**src/rtl/store_buffer.sv**
```systemverilog
// Store buffer: in-order queue of committed stores between the MEM stage and
// the data-memory write port, with combinational store-to-load forwarding.
module store_buffer #(
  parameter int DEPTH = 4,
  parameter int PTR_W = 2
) (
  input  logic             clk,
  input  logic             rst_n,
  input  logic             st_valid,
  input  logic [5:0]       st_instr_id,
  input  logic [31:0]      st_addr,
  input  logic [31:0]      st_data,
  output logic             st_ready,
  input  logic [5:0]       ld_instr_id,
  input  logic [31:0]      ld_addr,
  output logic             ld_hit,
  output logic [31:0]      ld_data,
  output logic             ld_stall,
  output logic             mem_wr_valid,
  output logic [31:0]      mem_wr_addr,
  output logic [31:0]      mem_wr_data,
  output logic [3:0]       mem_wr_strb,
  input  logic             mem_wr_ready,
  output logic [PTR_W:0]   count,
  output logic             empty
);

  // Instruction ids, mirroring instr_defines.vh
  localparam logic [5:0] INSTR_LB  = 6'd1;
  localparam logic [5:0] INSTR_LH  = 6'd2;
  localparam logic [5:0] INSTR_LW  = 6'd3;
  localparam logic [5:0] INSTR_LBU = 6'd4;
  localparam logic [5:0] INSTR_LHU = 6'd5;
  localparam logic [5:0] INSTR_SB  = 6'd6;
  localparam logic [5:0] INSTR_SH  = 6'd7;
  localparam logic [5:0] INSTR_SW  = 6'd8;

  localparam logic [PTR_W:0]   CNT_ZERO = {(PTR_W+1){1'b0}};
  localparam logic [PTR_W:0]   CNT_ONE  = (PTR_W+1)'(1);
  localparam logic [PTR_W:0]   CNT_FULL = (PTR_W+1)'(DEPTH);
  localparam logic [PTR_W-1:0] PTR_ONE  = PTR_W'(1);

  // Access size code: 0 = not a memory access of this kind, 1 = byte, 2 = half, 3 = word
  function automatic logic [1:0] st_size(input logic [5:0] id);
    case (id)
      INSTR_SB: st_size = 2'd1;
      INSTR_SH: st_size = 2'd2;
      INSTR_SW: st_size = 2'd3;
      default:  st_size = 2'd0;
    endcase
  endfunction

  function automatic logic [1:0] ld_size(input logic [5:0] id);
    case (id)
      INSTR_LB, INSTR_LBU: ld_size = 2'd1;
      INSTR_LH, INSTR_LHU: ld_size = 2'd2;
      INSTR_LW:            ld_size = 2'd3;
      default:             ld_size = 2'd0;
    endcase
  endfunction

  // Byte-lane enables for an access; sub-size address bits are ignored
  function automatic logic [3:0] lane_mask(input logic [1:0] sz, input logic [1:0] a);
    case (sz)
      2'd1:    lane_mask = 4'b0001 << a;
      2'd2:    lane_mask = a[1] ? 4'b1100 : 4'b0011;
      2'd3:    lane_mask = 4'b1111;
      default: lane_mask = 4'b0000;
    endcase
  endfunction

  // Replicate the low-order store data across every lane it could occupy
  function automatic logic [31:0] lane_data(input logic [1:0] sz, input logic [31:0] d);
    case (sz)
      2'd1:    lane_data = {4{d[7:0]}};
      2'd2:    lane_data = {2{d[15:0]}};
      2'd3:    lane_data = d;
      default: lane_data = 32'h0000_0000;
    endcase
  endfunction

  function automatic logic [31:0] expand_mask(input logic [3:0] m);
    expand_mask = {{8{m[3]}}, {8{m[2]}}, {8{m[1]}}, {8{m[0]}}};
  endfunction

  // Entry storage and queue control
  logic [DEPTH-1:0] vld_q, vld_d;
  logic [29:0]      waddr_q [DEPTH];
  logic [29:0]      waddr_d [DEPTH];
  logic [31:0]      data_q  [DEPTH];
  logic [31:0]      data_d  [DEPTH];
  logic [3:0]       strb_q  [DEPTH];
  logic [3:0]       strb_d  [DEPTH];
  logic [PTR_W-1:0] head_q, head_d;
  logic [PTR_W-1:0] tail_q, tail_d;
  logic [PTR_W:0]   count_q, count_d;

  logic [1:0]       st_sz_s;
  logic             push_s;
  logic             pop_s;

  // Lookup datapath
  logic [3:0]       ld_mask_s;
  logic [PTR_W-1:0] lk_idx_s;
  logic             sel_found_s;
  logic [31:0]      sel_data_s;
  logic [3:0]       sel_strb_s;

  // Full/empty come from the occupancy count; head==tail is ambiguous on wrap
  assign st_ready     = (count_q != CNT_FULL);
  assign empty        = (count_q == CNT_ZERO);
  assign count        = count_q;
  assign mem_wr_valid = (count_q != CNT_ZERO);
  assign mem_wr_addr  = {waddr_q[head_q], 2'b00};
  assign mem_wr_data  = data_q[head_q];
  assign mem_wr_strb  = strb_q[head_q];

  // Next-state: enqueue at tail, drain at head, track occupancy
  always_comb begin
    st_sz_s = st_size(st_instr_id);
    push_s  = st_valid && st_ready && (st_sz_s != 2'd0);
    pop_s   = (count_q != CNT_ZERO) && mem_wr_ready;
    vld_d   = vld_q;
    waddr_d = waddr_q;
    data_d  = data_q;
    strb_d  = strb_q;
    head_d  = head_q;
    tail_d  = tail_q;
    count_d = count_q;
    // head and tail never coincide while both push and pop are possible
    if (pop_s) begin
      vld_d[head_q] = 1'b0;
      head_d        = head_q + PTR_ONE;
    end else begin
      head_d = head_q;
    end
    if (push_s) begin
      vld_d[tail_q]   = 1'b1;
      waddr_d[tail_q] = st_addr[31:2];
      data_d[tail_q]  = lane_data(st_sz_s, st_data);
      strb_d[tail_q]  = lane_mask(st_sz_s, st_addr[1:0]);
      tail_d          = tail_q + PTR_ONE;
    end else begin
      tail_d = tail_q;
    end
    case ({push_s, pop_s})
      2'b10:   count_d = count_q + CNT_ONE;
      2'b01:   count_d = count_q - CNT_ONE;
      default: count_d = count_q;
    endcase
  end

  // State registers with asynchronous clear; clearing discards pending stores
  always_ff @(posedge clk or negedge rst_n) begin
    if (!rst_n) begin
      vld_q   <= {DEPTH{1'b0}};
      head_q  <= {PTR_W{1'b0}};
      tail_q  <= {PTR_W{1'b0}};
      count_q <= CNT_ZERO;
      for (int i = 0; i < DEPTH; i++) begin
        waddr_q[i] <= 30'h0;
        data_q[i]  <= 32'h0000_0000;
        strb_q[i]  <= 4'h0;
      end
    end else begin
      vld_q   <= vld_d;
      head_q  <= head_d;
      tail_q  <= tail_d;
      count_q <= count_d;
      waddr_q <= waddr_d;
      data_q  <= data_d;
      strb_q  <= strb_d;
    end
  end

  // Scan oldest-to-youngest so the last overlapping entry (youngest) wins
  always_comb begin
    ld_mask_s   = lane_mask(ld_size(ld_instr_id), ld_addr[1:0]);
    sel_found_s = 1'b0;
    sel_data_s  = 32'h0000_0000;
    sel_strb_s  = 4'h0;
    lk_idx_s    = head_q;
    for (int k = 0; k < DEPTH; k++) begin
      lk_idx_s = head_q + PTR_W'(k);
      if (vld_q[lk_idx_s] && (waddr_q[lk_idx_s] == ld_addr[31:2]) &&
          ((strb_q[lk_idx_s] & ld_mask_s) != 4'h0)) begin
        sel_found_s = 1'b1;
        sel_data_s  = data_q[lk_idx_s];
        sel_strb_s  = strb_q[lk_idx_s];
      end else begin
        sel_found_s = sel_found_s;
      end
    end
  end

  // Forward when the youngest overlap covers the whole load, else request a stall
  always_comb begin
    ld_hit   = 1'b0;
    ld_stall = 1'b0;
    ld_data  = 32'h0000_0000;
    if (sel_found_s && ((ld_mask_s & ~sel_strb_s) == 4'h0)) begin
      ld_hit  = 1'b1;
      ld_data = sel_data_s & expand_mask(ld_mask_s);
    end else if (sel_found_s) begin
      ld_stall = 1'b1;
    end else begin
      ld_hit = 1'b0;
    end
  end

endmodule

```
**config.mk**
```make
export PLATFORM = sky130hd
export DESIGN_NAME = store_buffer
export DESIGN_NICKNAME = d
export VERILOG_FILES = /design/src/rtl/store_buffer.sv
export SDC_FILE = /design/constraint.sdc
export NUM_CORES = 1
export LEC_CHECK = 0
export CAP_MARGIN = 20
export CORE_ASPECT_RATIO = 0.75
export CORE_MARGIN = 1.5
export CORE_UTILIZATION = 35
export CTS_CLUSTER_SIZE = 40
export DETAILED_ROUTE_END_ITERATION = 8
export SYNTH_ARGS = -nofsm -noshare
export SYNTH_HDL_FRONTEND = slang
export SYNTH_SLANG_ARGS = --single-unit
```
**constraint.sdc**
```tcl
create_clock -name clk -period 15.7 [get_ports clk]
set_input_delay 3.925 -clock clk [delete_from_list [all_inputs] [get_ports clk]]
set_output_delay 3.925 -clock clk [all_outputs]
set_load 0.01 [all_outputs]
```
== Word-level counts from Yosys, hierarchy flattened ==
Cells that the tools add are included.

* Register bits: 275
* Input bits: 112
* Output and inout bits: 108
* Logic and storage cells: 184

* Add/subtract/negate cells: 6
* Order comparisons: 13
* Eq/ne operators: 21
* Shifts and indexed selects: 2
* Mux-type cells: 85
* Bitwise gates (word level): 15
* Reductions and logical operators: 26

{| class="wikitable"
|+ Operator list
! operator !! number
|-
| 2-to-1 mux 32 bit || 15
|-
| 2-to-1 mux 30 bit || 9
|-
| binary-select mux 32 bit (select 2 bit) || 4
|-
| binary-select mux 30 bit (select 2 bit) || 4
|-
| bitwise mux 128 bit || 1
|-
| bitwise mux 120 bit || 1
|-
| == test 30 bit || 4
|-
| one-hot mux 32 bit (3 select lines) || 1
|-
| 2-to-1 mux 4 bit || 18
|-
| demux 32 bit (select 2 bit) || 1
|-
| demux 30 bit (select 2 bit) || 1
|-
| AND 32 bit || 1
|-
| binary-select mux 4 bit (select 2 bit) || 4
|-
| AND 4 bit || 6
|-
| == test 6 x 3 -> 1 bit (second input constant) || 4
|-
| one-hot mux 4 bit (3 select lines) || 2
|-
| bitwise mux 16 bit || 1
|-
| nonzero test 4 bit || 4
|-
| >= comparator 3 bit (second input constant) || 5
|-
| logical AND 1 bit || 15
|-
| less-than comparator 2 x 3 -> 1 bit (second input constant) || 5
|-
| inverter 2 -> 3 bit || 5
|-
| 2-to-1 mux 1 bit || 13
|-
| == test 6 x 2 -> 1 bit (second input constant) || 2
|-
| other kinds (24) || 42
|}

== Longest topological paths before layout ==
Gate-level depths: netlist (run 1).

* Word-level depth: 17
* Depth in mapped cells: 26
* Mapped depth without buffers: 13

== Worst setup path after synthesis (run 1) ==
Ideal clock, no wire load.

* Path type: in2out
* From: input port ld_instr_id[3]
* To: output port ld_data[0]
* Arrival time: 7176 ps
* Path slack: 4599 ps
* Stages: 11
* Path buffers: 0
* Cell sequence: nor3_1 > o21ai_1 > a21oi_1 > a22oi_1 > a21oi_2 > nand4b_4 > o311ai_1 > a21oi_1 > a2111oi_4 > nand2_4 > nor2_1

* Cells in the longest elaborated chain, start to end: 17
* Elaborated cells between the ends (all ways): 42
* Classes of those cells: eq/ne (8); mux (15); bitwise (7); reduce/logical (12)

{| class="wikitable"
|+ Ends and longest elaborated chain
! item !! RTL line !! source
|-
| start: declaration || 14 || <nowiki>input logic [5:0] ld_instr_id,</nowiki>
|-
| == test 6 x 2 -> 1 bit, or another cell as far along || 54 || <nowiki>case (id)</nowiki>
|-
| OR reduction 2 bit || 54 ||
|-
| one-hot mux 2 bit (3 select lines) (*) || 54 ||
|-
| == test 2 bit or == test 2 x 1 -> 1 bit (tied branches) || 64 || <nowiki>case (sz)</nowiki>
|-
| one-hot mux 4 bit (3 select lines) (*) || 64 ||
|-
| AND 4 bit || 186 || <nowiki>((strb_q[lk_idx_s] & ld_mask_s) != 4'h0)) begin</nowiki>
|-
| nonzero test 4 bit || 186 ||
|-
| logical AND 1 bit || 185 || <nowiki>if (vld_q[lk_idx_s] && (waddr_q[lk_idx_s] == ld_addr[31:2]) &&</nowiki>
|-
| 2-to-1 mux 4 bit (4 in a row) || 185 ||
|-
| inverter 4 bit || 201 || <nowiki>if (sel_found_s && ((ld_mask_s & ~sel_strb_s) == 4'h0)) begin</nowiki>
|-
| AND 4 bit || 201 ||
|-
| logical NOT 4 bit || 201 ||
|-
| logical AND 1 bit || 201 ||
|-
| 2-to-1 mux 32 bit (*) || 201 ||
|-
| end: declaration || 17 || <nowiki>output logic [31:0] ld_data,</nowiki>
|}

Mark *: on every way between the ends. The rest lies on a longest branch, timed or not.

== Worst setup path in the final report (run 1) ==
* From: input port ld_instr_id[3]
* To: output port ld_data[2]

The elaborated chain is that of the path after synthesis.

==> qor.yml, run 1 <==
tightest_slew_ns: 1.02
end_kind: "output pin"
multi_input_area_mm2: 0.0131
cts_tree: "built"
routed_wl_um: 72600
first_global_vias: 16900
syn_area_mm2: 0.0208
io_buffers: 217
netlist.top_cell.by_area: "dfrtp_1"
fin_crit_ns: 13.79
netlist_top_cells_area: "dfrtp_1 (33%), mux4_2 (15%), mux2i_1 (11%)"
std_cell_rows: 77
p_leak_nw: 10.5
syn_area_per_cell_um2: 10.6
cts_resized: 0
finalPower_w: 0.00406
vdd_drop_max_v: 0.000234
synth.most_common_cell: "dfrtp_1"
clock_skew_ns: 0.0153
synth.ff_latch_count: 275
route.detailed.vias_per_inst: 5.93
synth_cells: 1959
ys_top_cells_by_count: "dfrtp_1 (275), mux2i_1 (223), mux2_2 (195)"
synth_edf_count: 0
grt_start_max_net_pins: 171
period_share_pct: 87.8
die_w_um: 285
synthFlopType: "dfrtp_1"
worst_setup_path_start_kind: "input port"
required_ns: 11.77
synth_top_area_share_pct: 33.1
ioPinCount: 220
post_drt_wl_per_cell_um: 25.2
relSlewSlack_pct: 31.9
core_area_mm2: 0.0589
syn2layout_area_growth_pct: 18.8
arrival_ns: 9.86
max_freq_mhz: 72.5
drive_above_1_share_pct: 21.2
grt.overflow.total: 0
vias: 17100
rsz0062_at_grt: "false"
drtPass1Iterations: 8
cp_max_fo: 35
nets: 2190
hold_viol_final: 0
drc: 0
slew_violations: 0
clockBufferDepth: 3
nFillCells: 5606
cts_htree_levels: 2
synth_seq_area_share_pct: 33.1
synthArstFlopShare_pct: 100
grt_pass1_wl_um: 110000
start_util_pct: 35.3
cts_setup_buffers: 0
dp_hpwl_um: 50900
seq_area_mm2: 0.00689
antenna_found_initial: 4
numCtsBuffers: 35
cts.root.buffer_cell: "clkbuf_16"
powerDensity_mw_per_mm2: 164
fp.dieH_um: 214
cts_hold_buf: 0
finalSetupTns_ns: 0
max_cap_violations: 0
setup_viol_count_final: 0
cts.sinks: 275
clk_latency_ns: 0.54
track_usage_pct: 23.4
hold_path_class: "reg -> reg"
drtIter0Drc: 1643
yosys_warnings: 0
ant_nets: 0
gp_congestion: 0.969
status: "finished, final reports clean"
path_clk_slew_ns: 0.06
die_area_mm2: 0.0609
yosysUniqueCellTypes: 78
crit_type: "in -> out"
final cells by class:
cell class	count	share of cell area [%]
Antenna cell	2	0.0202
Clock buffer	48	4.23
Clock inverter	13	0.840
Inverter	36	0.552
Multi-Input combinational cell	1482	52.9
Sequential cell	275	27.9
Tap cell	790	4.00
Timing Repair Buffer	238	9.62
worst max-delay path, cell delays in order:
cell and delay (ns):
clkdlybuf4s50_1 0.40, nor3_1 0.72, o21ai_1 0.45, a21oi_1 0.66, a22oi_1 0.21, a21oi_2 0.31
nand4b_4 0.66, nor3b_1 0.44, o221ai_1 0.26, a2111oi_4 0.75, nand2_4 0.26, nor2_1 0.21
clkdlybuf4s50_1 0.56
through the flow:
stage          instance area (µm²)  instances  hold WS, ns  setup WS (ns)  utilization, %
6_report                     24700       2884        0.523           1.91            42.0
5_1_grt                      24700       2884        0.549           1.55            42.0
4_1_cts                      24700       2881        0.526           1.94            42.0
3_5_place_dp                 23400       2820        0.512           1.98            39.8
3_3_place_gp                 23400       2820        0.496           2.13            39.8
2_1_floorplan                20800       1960        0.478           4.60               -
cells in the final DEF, fill, tap and decap left out, types with 34 or more instances in the layout:
cell type        synthesis  routed
xnor2_1                 75      75
mux4_2                 140     140
mux2i_1                223     223
nor3b_1                 34      34
mux2_2                 195     195
clkbuf_16                0      35
nand2_1                189     185
dfrtp_1                275     273
o21ai_0                160     160
inv_1                   34      34
nor2_1                  95      94
clkdlybuf4s50_1          0     216
a21oi_1                100     100
registers in the layout, indices dropped and copies added, names as in the netlist:
| register | cells |
|---|---|
| data_q | 128 |
| tail_q | 2 |
| head_q | 2 |
| vld_q | 4 |
| waddr_q | 120 |
| count | 3 |
| strb_q | 16 |
final timing paths:
check	from	cells after the start	slack, ns	end
worst max-delay path	ld_instr_id[3]	13	1.91	ld_data[2]
worst min-delay path	data_q[126]	2	0.52	data_q[126]
worst max register to register	count[0]	6	12.65	waddr_q[82]
worst min register to register	data_q[126]	2	0.52	data_q[126]
max in group asynchronous	rst_n	2	10.70	head_q[1]
min in group asynchronous	rst_n	1	3.39	data_q[24]
where the power goes:
part	switching, W	internal (W)
Clock	0.000332	0.000548
Sequential	0.000190	0.000837
Combinational	0.00114	0.00101
Total	0.00166	0.00239
metal layers:
metal / track usage (%) / vias to the layer above / part of all wire, %
met1: 35.5 / 8843 / 47
met5: 0 / - / 0.023
met2: 34.4 / 628 / 44
met3: 4.18 / 84 / 7.6
li1: - / 7542 / -
met4: 5.48 / 2 / 1.8
kinds of logic (layout without fill, tap and decap cells):
group / after synthesis / after routing / share of synthesized area (%)
compound gates: 398 / 398 / 11.7
mux: 559 / 559 / 36.5
other cells: 1 / 4 / 0.0180
buf+inv: 203 / 335 / 4.44
xor+xnor: 95 / 95 / 4.00
fa+ha+maj: 10 / 10 / 0.637
simple gates: 418 / 418 / 9.63
flops: 275 / 275 / 33.1
No activity file was read; power rests on OpenSTA's default activity.
==> run 2: changes to the inputs <==
- PLACE_DENSITY_LB_ADDON: not set -> 0.12
- REMOVE_ABC_BUFFERS: not set -> 1
==> run 2 against run 1 <==
Power decreased by 2.7%; sequential power about the same; final area decreased by 0.43%; clock skew increased by 0.0069 ns; hold slack about the same; first-iteration DRC count decreased by 8.5%; utilization decreased by 0.18 points; non-clock buffer count increased by 1; final cell count increased by 0.21%; combinational power about the same; flip-flop and latch count unchanged.
==> qor.yml, run 2 (same netlist as run 1, synthesis figures left out) <==
status: "finished, final reports clean"  # unchanged
worst_setup_path_start_kind: "input port"  # unchanged
arrival_ns: 10.03  # was 9.86 ns
multi_input_area_mm2: 0.0131  # about the same
intPower_w: 0.00231  # was 0.00239 W
grt_start_max_net_pins: 123  # was 171
seq_area_mm2: 0.00689  # unchanged
start_util_pct: 35.3  # unchanged
largest_register: "data_q"  # unchanged
drtIter0Drc: 1503  # was 1643
drtPass1Iterations: 5  # was 8
powerDensity_mw_per_mm2: 160  # was 164 mW/mm²
cp_max_fo: 35  # unchanged
post_drt_wl_per_cell_um: 25.1  # was 25.2 µm
numCtsBuffers: 35  # unchanged
max_freq_mhz: 71.7  # was 72.5 MHz
dp_hpwl_um: 49800  # was 50900 µm
gp_congestion: 0.916  # was 0.969
vdd_drop_max_v: 0.000160  # was 0.000234 V
p_switching_w: 0.00164  # was 0.00166 W
rsz0062_at_grt: "false"  # unchanged
cp-startpoint: "ld_instr_id[3]"  # unchanged
clock_skew_ns: 0.0222  # was 0.0153 ns
hold_path_class: "reg -> reg"  # unchanged
path_delay_family: "compound AO/OA/AOI/OAI gates"  # unchanged
grt.overflow.total: 0  # unchanged
clk_latency_ns: 0.56  # was 0.54 ns
syn2layout_area_growth_pct: 18.3  # was 18.8%
route.detailed.vias_per_inst: 5.83  # was 5.93
drc: 0  # unchanged
fp.dieH_um: 214  # unchanged
end_kind: "output pin"  # unchanged
crit_type: "in -> out"  # unchanged
swShare_pct: 41.5  # was 41.0%
cts.sinks: 275  # unchanged
cts_setup_buffers: 0  # unchanged
largest_reg_flops: 128  # unchanged
slew_violations: 0  # unchanged
path_clk_slew_ns: 0.05  # was 0.06 ns
grt_pass1_wl_um: 109000  # was 110000 µm
hold_viol_final: 0  # unchanged
routed_wl_um: 72400  # was 72600 µm
std_cell_rows: 77  # unchanged
clockBufferDepth: 3  # unchanged
pre_cts_ws_ns: 1.87  # was 1.98 ns
antenna_found_initial: 9  # was 4
power_frac_comb_pct: 53.7  # was 53.0%
setup_viol_count_final: 0  # unchanged
cts_hold_buf: 0  # unchanged
core_area_mm2: 0.0589  # unchanged
die_area_mm2: 0.0609  # unchanged
required_ns: 11.77  # about the same
nets: 2191  # was 2190
largestRegisters: "data_q (128), waddr_q (120), strb_q (16)"  # unchanged
vias: 16800  # was 17100
max_cap_violations: 0  # unchanged
nFillCells: 5595  # was 5606
seq_power_share_pct: 26.0  # was 25.3%
r2r_start: "count[0]"  # unchanged
period_share_pct: 88.9  # was 87.8%
die_w_um: 285  # unchanged
relSlewSlack_pct: 24.3  # was 31.9%
path_buf_inv: 2  # unchanged
track_usage_pct: 23.3  # was 23.4%
io_buffers: 217  # unchanged
finalPower_w: 0.00395  # was 0.00406 W
critPathSlowestCell: "nor3_1"  # was a2111oi_4
layout_common_cells: "dfrtp_1 (273), mux2i_1 (223), clkdlybuf4s50_1 (216)"  # unchanged
cts_htree_levels: 2  # unchanged
min_from: "data_q[112]"  # was data_q[126]
cts.root.buffer_cell: "clkbuf_16"  # unchanged
tightest_slew_ns: 1.13  # was 1.02 ns
clkPwrFrac_pct: 20.2  # was 21.7%
setup_ws_ns: 1.74  # was 1.91 ns
slowest_delay_ns: 0.91  # was 0.75 ns
ioPinCount: 220  # unchanged
p_leak_nw: 10.4  # was 10.5 nW
cts_tree: "built"  # unchanged
layout_commonest_cell: "dfrtp_1"  # unchanged
cts_resized: 0  # unchanged
fin_crit_ns: 13.96  # was 13.79 ns
drive_above_1_share_pct: 20.9  # was 21.2%
path_cells: "clkdlybuf4s50_1 > nor3_1 > o21ai_1 > a21oi_1 > a22oi_1 > a21oi_2 > nand4b_4 > o311ai_1 > a21oi_1 > a2111oi_4 > nand2_4 > nor2_1 > clkdlybuf4s50_1"  # was clkdlybuf4s50_1 > nor3_1 > o21ai_1 > a21oi_1 > a22oi_1 > a21oi_2 > nand4b_4 > nor3b_1 > o221ai_1 > a2111oi_4 > nand2_4 > nor2_1 > clkdlybuf4s50_1
ant_nets: 0  # unchanged
first_global_vias: 16400  # was 16900
run 2: cell count changes in the layout (fill, tap and decap cells not counted), moves of 2 or more:
cell        change
diode_2         +6
clkbuf_1        +6
clkbuf_8        -7
nand2_4         -2
clkinvlp_4      +2
nand2_8         +2
bufinv_16       -4
run 2: worst paths after layout:
check                                   end  slack [ns]  cells past startpoint
worst min register to register  data_q[112]        0.52                      2
worst min-delay path            data_q[112]        0.52                      2
worst max register to register  waddr_q[36]       12.64                      6
worst max-delay path             ld_data[5]        1.74                     13
max in group asynchronous       waddr_q[90]       10.31                      4
min in group asynchronous        data_q[24]        3.34                      1
run 2: layout make-up:
cell class | count | area share, %
diodes | 8 | 0.0813
clock buffers | 48 | 4.05
clock inverters | 12 | 0.468
inverters | 36 | 0.559
multi-input cells | 1482 | 53.2
flip-flops and latches | 275 | 28.0
well taps | 790 | 4.02
repair buffers | 239 | 9.66
run 2: layer usage:
layer  track usage [%]  part of all wire, %
met1              35.9                   49
met2              33.2                   43
met3              4.14                  6.5
met4              6.35                  2.1
met5                 0                    0
run 2: power groups by stage:
| stage | Combinational, W | Clock (W) | Sequential (W) |
|---|---|---|---|
| 6_report | 0.00212 | 0.000798 | 0.00103 |
| 5_1_grt | 0.00225 | 0.000851 | 0.00105 |
| 4_1_cts | 0.00212 | 0.000822 | 0.00102 |
| 3_5_place_dp | 0.00211 | 0 | 0.00103 |
| 3_3_place_gp | 0.00209 | 0 | 0.00102 |
| 2_1_floorplan | 0.00162 | 0 | 0.00110 |
run 2: worst min-delay path, delay by kind of cell (launching register included):
family	cells	cell delay [ns]
compound gates	1	0.06
flops	1	0.37
simple gates	1	0.06
run 2: per-stage QoR:
stage               hold slack, ns  setup TNS (ns)  util (%)  cell area, µm²  instances
CTS                          0.528               0      41.7           24600       2880
global placement             0.501               0      39.8           23500       2820
finish                       0.523               0      41.8           24600       2890
global route                 0.552               0      41.8           24600       2886
detailed placement           0.510               0      39.8           23500       2820
floorplan                    0.478         -343.00         -           20000       1793
==> run 3: changes to the inputs <==
- clock period: 15.7 -> 17.6 ns (I/O delays scaled with it)
==> run 3 against run 2 <==
Critical endpoint unchanged; flip-flop and latch count stayed put; highest routed layer unchanged; largest power group unchanged; final cell count is 0.10% lower; global-route usage is 0.14 points higher.
==> qor.yml, run 3 (same netlist as run 1, synthesis figures left out) <==
status: "finished, final reports clean"  # unchanged
powerDensity_mw_per_mm2: 144  # was 160 mW/mm²
clk_latency_ns: 0.56  # about the same
vdd_drop_max_v: 0.000124  # was 0.000160 V
holdPathEnd: "count[2]"  # was data_q[112]
worst_setup_path_start_kind: "input port"  # unchanged
route.detailed.vias_per_inst: 5.81  # was 5.83
cp_max_fo: 35  # unchanged
drtPass1Iterations: 5  # unchanged
nets: 2191  # unchanged
max_cap_violations: 0  # unchanged
p_leak_nw: 10.5  # was 10.4 nW
end_kind: "output pin"  # unchanged
period_share_pct: 83.5
dpl_cell_area_mm2: 0.0234  # was 0.0235 mm²
hold_path_class: "reg -> reg"  # unchanged
gp_congestion: 0.916  # unchanged
ioPinCount: 220  # unchanged
syn2layout_area_growth_pct: 18.3  # about the same
drc: 0  # unchanged
drive_above_1_share_pct: 21.1  # was 20.9%
cts_setup_buffers: 0  # unchanged
std_cell_rows: 77  # unchanged
final_util_pct: 41.8  # about the same
finish.instance_area_mm2: 0.0246  # about the same
clock_skew_ns: 0.0168  # was 0.0222 ns
setup_viol_count_final: 0  # unchanged
r2r_start: "head_q[0]"  # was count[0]
vias: 16800  # about the same
rsz0062_at_grt: "false"  # unchanged
grt_pass1_wl_um: 109000  # about the same
slew_violations: 0  # unchanged
layout_commonest_cell: "dfrtp_1"  # unchanged
numCtsBuffers: 36  # was 35
first_global_vias: 16300  # was 16400
required_ns: 13.20  # was 11.77 ns
r2r_end: "head_q[1]"  # was waddr_q[36]
path_clk_slew_ns: 0.06  # was 0.05 ns
dp_hpwl_um: 50100  # was 49800 µm
hold_depth: 1  # was 2
ant_nets: 0  # unchanged
hold_viol_final: 0  # unchanged
arrival_ns: 10.30  # was 10.03 ns
antenna_found_initial: 6  # was 9
cts_htree_levels: 2  # unchanged
cts.root.buffer_cell: "clkbuf_16"  # unchanged
routed_wl_um: 72300  # was 72400 µm
finalPower_w: 0.00355  # was 0.00395 W
crit_type: "in -> out"  # unchanged
largestRegisters: "data_q (128), waddr_q (120), strb_q (16)"  # unchanged
io_buffers: 217  # unchanged
cts_hold_buf: 0  # unchanged
fin_crit_ns: 14.70
r2r_setup_slack_ns: 13.72  # was 12.64 ns
grt.overflow.total: 0  # unchanged
relSlewSlack_pct: 29.7  # was 24.3%
die_area_mm2: 0.0609  # unchanged
core_area_mm2: 0.0589  # unchanged
max_freq_mhz: 68.0
layout_common_cells: "dfrtp_1 (273), mux2i_1 (223), clkdlybuf4s50_1 (216)"  # unchanged
tightest_slew_ns: 1.05  # was 1.13 ns
cts.sinks: 275  # unchanged
largest_register: "data_q"  # unchanged
cts_resized: 0  # unchanged
reg2regPathDepth: 5  # was 6
fp.dieH_um: 214  # unchanged
die_w_um: 285  # unchanged
start_util_pct: 35.3  # unchanged
cts_tree: "built"  # unchanged
min_from: "count[2]"  # was data_q[112]
post_drt_wl_per_cell_um: 25.1  # about the same
track_usage_pct: 23.5  # was 23.3%
drtIter0Drc: 1402  # was 1503
largest_reg_flops: 128  # unchanged
clockBufferDepth: 3  # unchanged
grt_start_max_net_pins: 165  # was 123
run 3: cell count changes in the layout (fill, tap and decap cells not counted), moves of 3 or more:
cell,change
clkbuf_1,-3
clkbuf_8,-3
clkinv_2,+7
diode_2,-3
run 3: critical path, stage by stage:
cell and delay, ns:
clkdlybuf4s50_1 0.39, nor3_1 0.73, o21ai_1 0.47, a21oi_1 0.66, a22oi_1 0.22, a21oi_2 0.27
nand4b_4 0.64, o311ai_1 0.52, a21oi_1 0.18, a2111oi_4 0.76, nand2_4 0.27, nor2_1 0.20
clkdlybuf4s50_1 0.56
run 3: how the worst max path moves through the flow:
stage	startpoint	endpoint	slack [ns]	depth (start not counted)
finish	ld_instr_id[3]	ld_data[5]	2.90	13
global route	ld_instr_id[3]	ld_data[5]	2.42	13
CTS	ld_instr_id[3]	ld_data[1]	2.81	13
detailed placement	ld_instr_id[3]	ld_data[1]	2.82	13
global placement	ld_instr_id[3]	ld_data[1]	3.01	13
floorplan	head_q[0]	ld_data[0]	-8.63	13
run 3: power by group:
| group | internal [W] | leakage [nW] | switching, W |
|---|---|---|---|
| logic | 0.000896 | 6.14 | 0.000979 |
| clock network | 0.000437 | 0.574 | 0.000308 |
| registers | 0.000747 | 3.75 | 0.000186 |
run 3: cell type report:
type | count | area (µm²)
fillers | 5565 | 34300
clock buffers | 43 | 968
diodes | 5 | 12.5
flip-flops and latches | 275 | 6890
multi-input cells | 1482 | 13100
well taps | 790 | 988
inverters | 36 | 138
clock inverters | 18 | 179
repair buffers | 238 | 2360
run 3: layer usage:
metal,vias up,GRT usage [%],wire length (µm)
met5,-,0,0
met2,566,33.8,30800
met3,88,4.74,5060
li1,7568,-,-
met1,8546,35.7,35100
met4,0,5.59,1430
run 3: through the flow:
step	hold WS [ns]	instances	setup TNS, ns	setup WS (ns)
6_report	0.519	2887	0	2.90
4_1_cts	0.524	2882	0	2.81
3_5_place_dp	0.510	2821	0	2.82
5_1_grt	0.539	2883	0	2.42
3_3_place_gp	0.498	2821	0	3.01
2_1_floorplan	0.478	1793	-293.02	-8.63
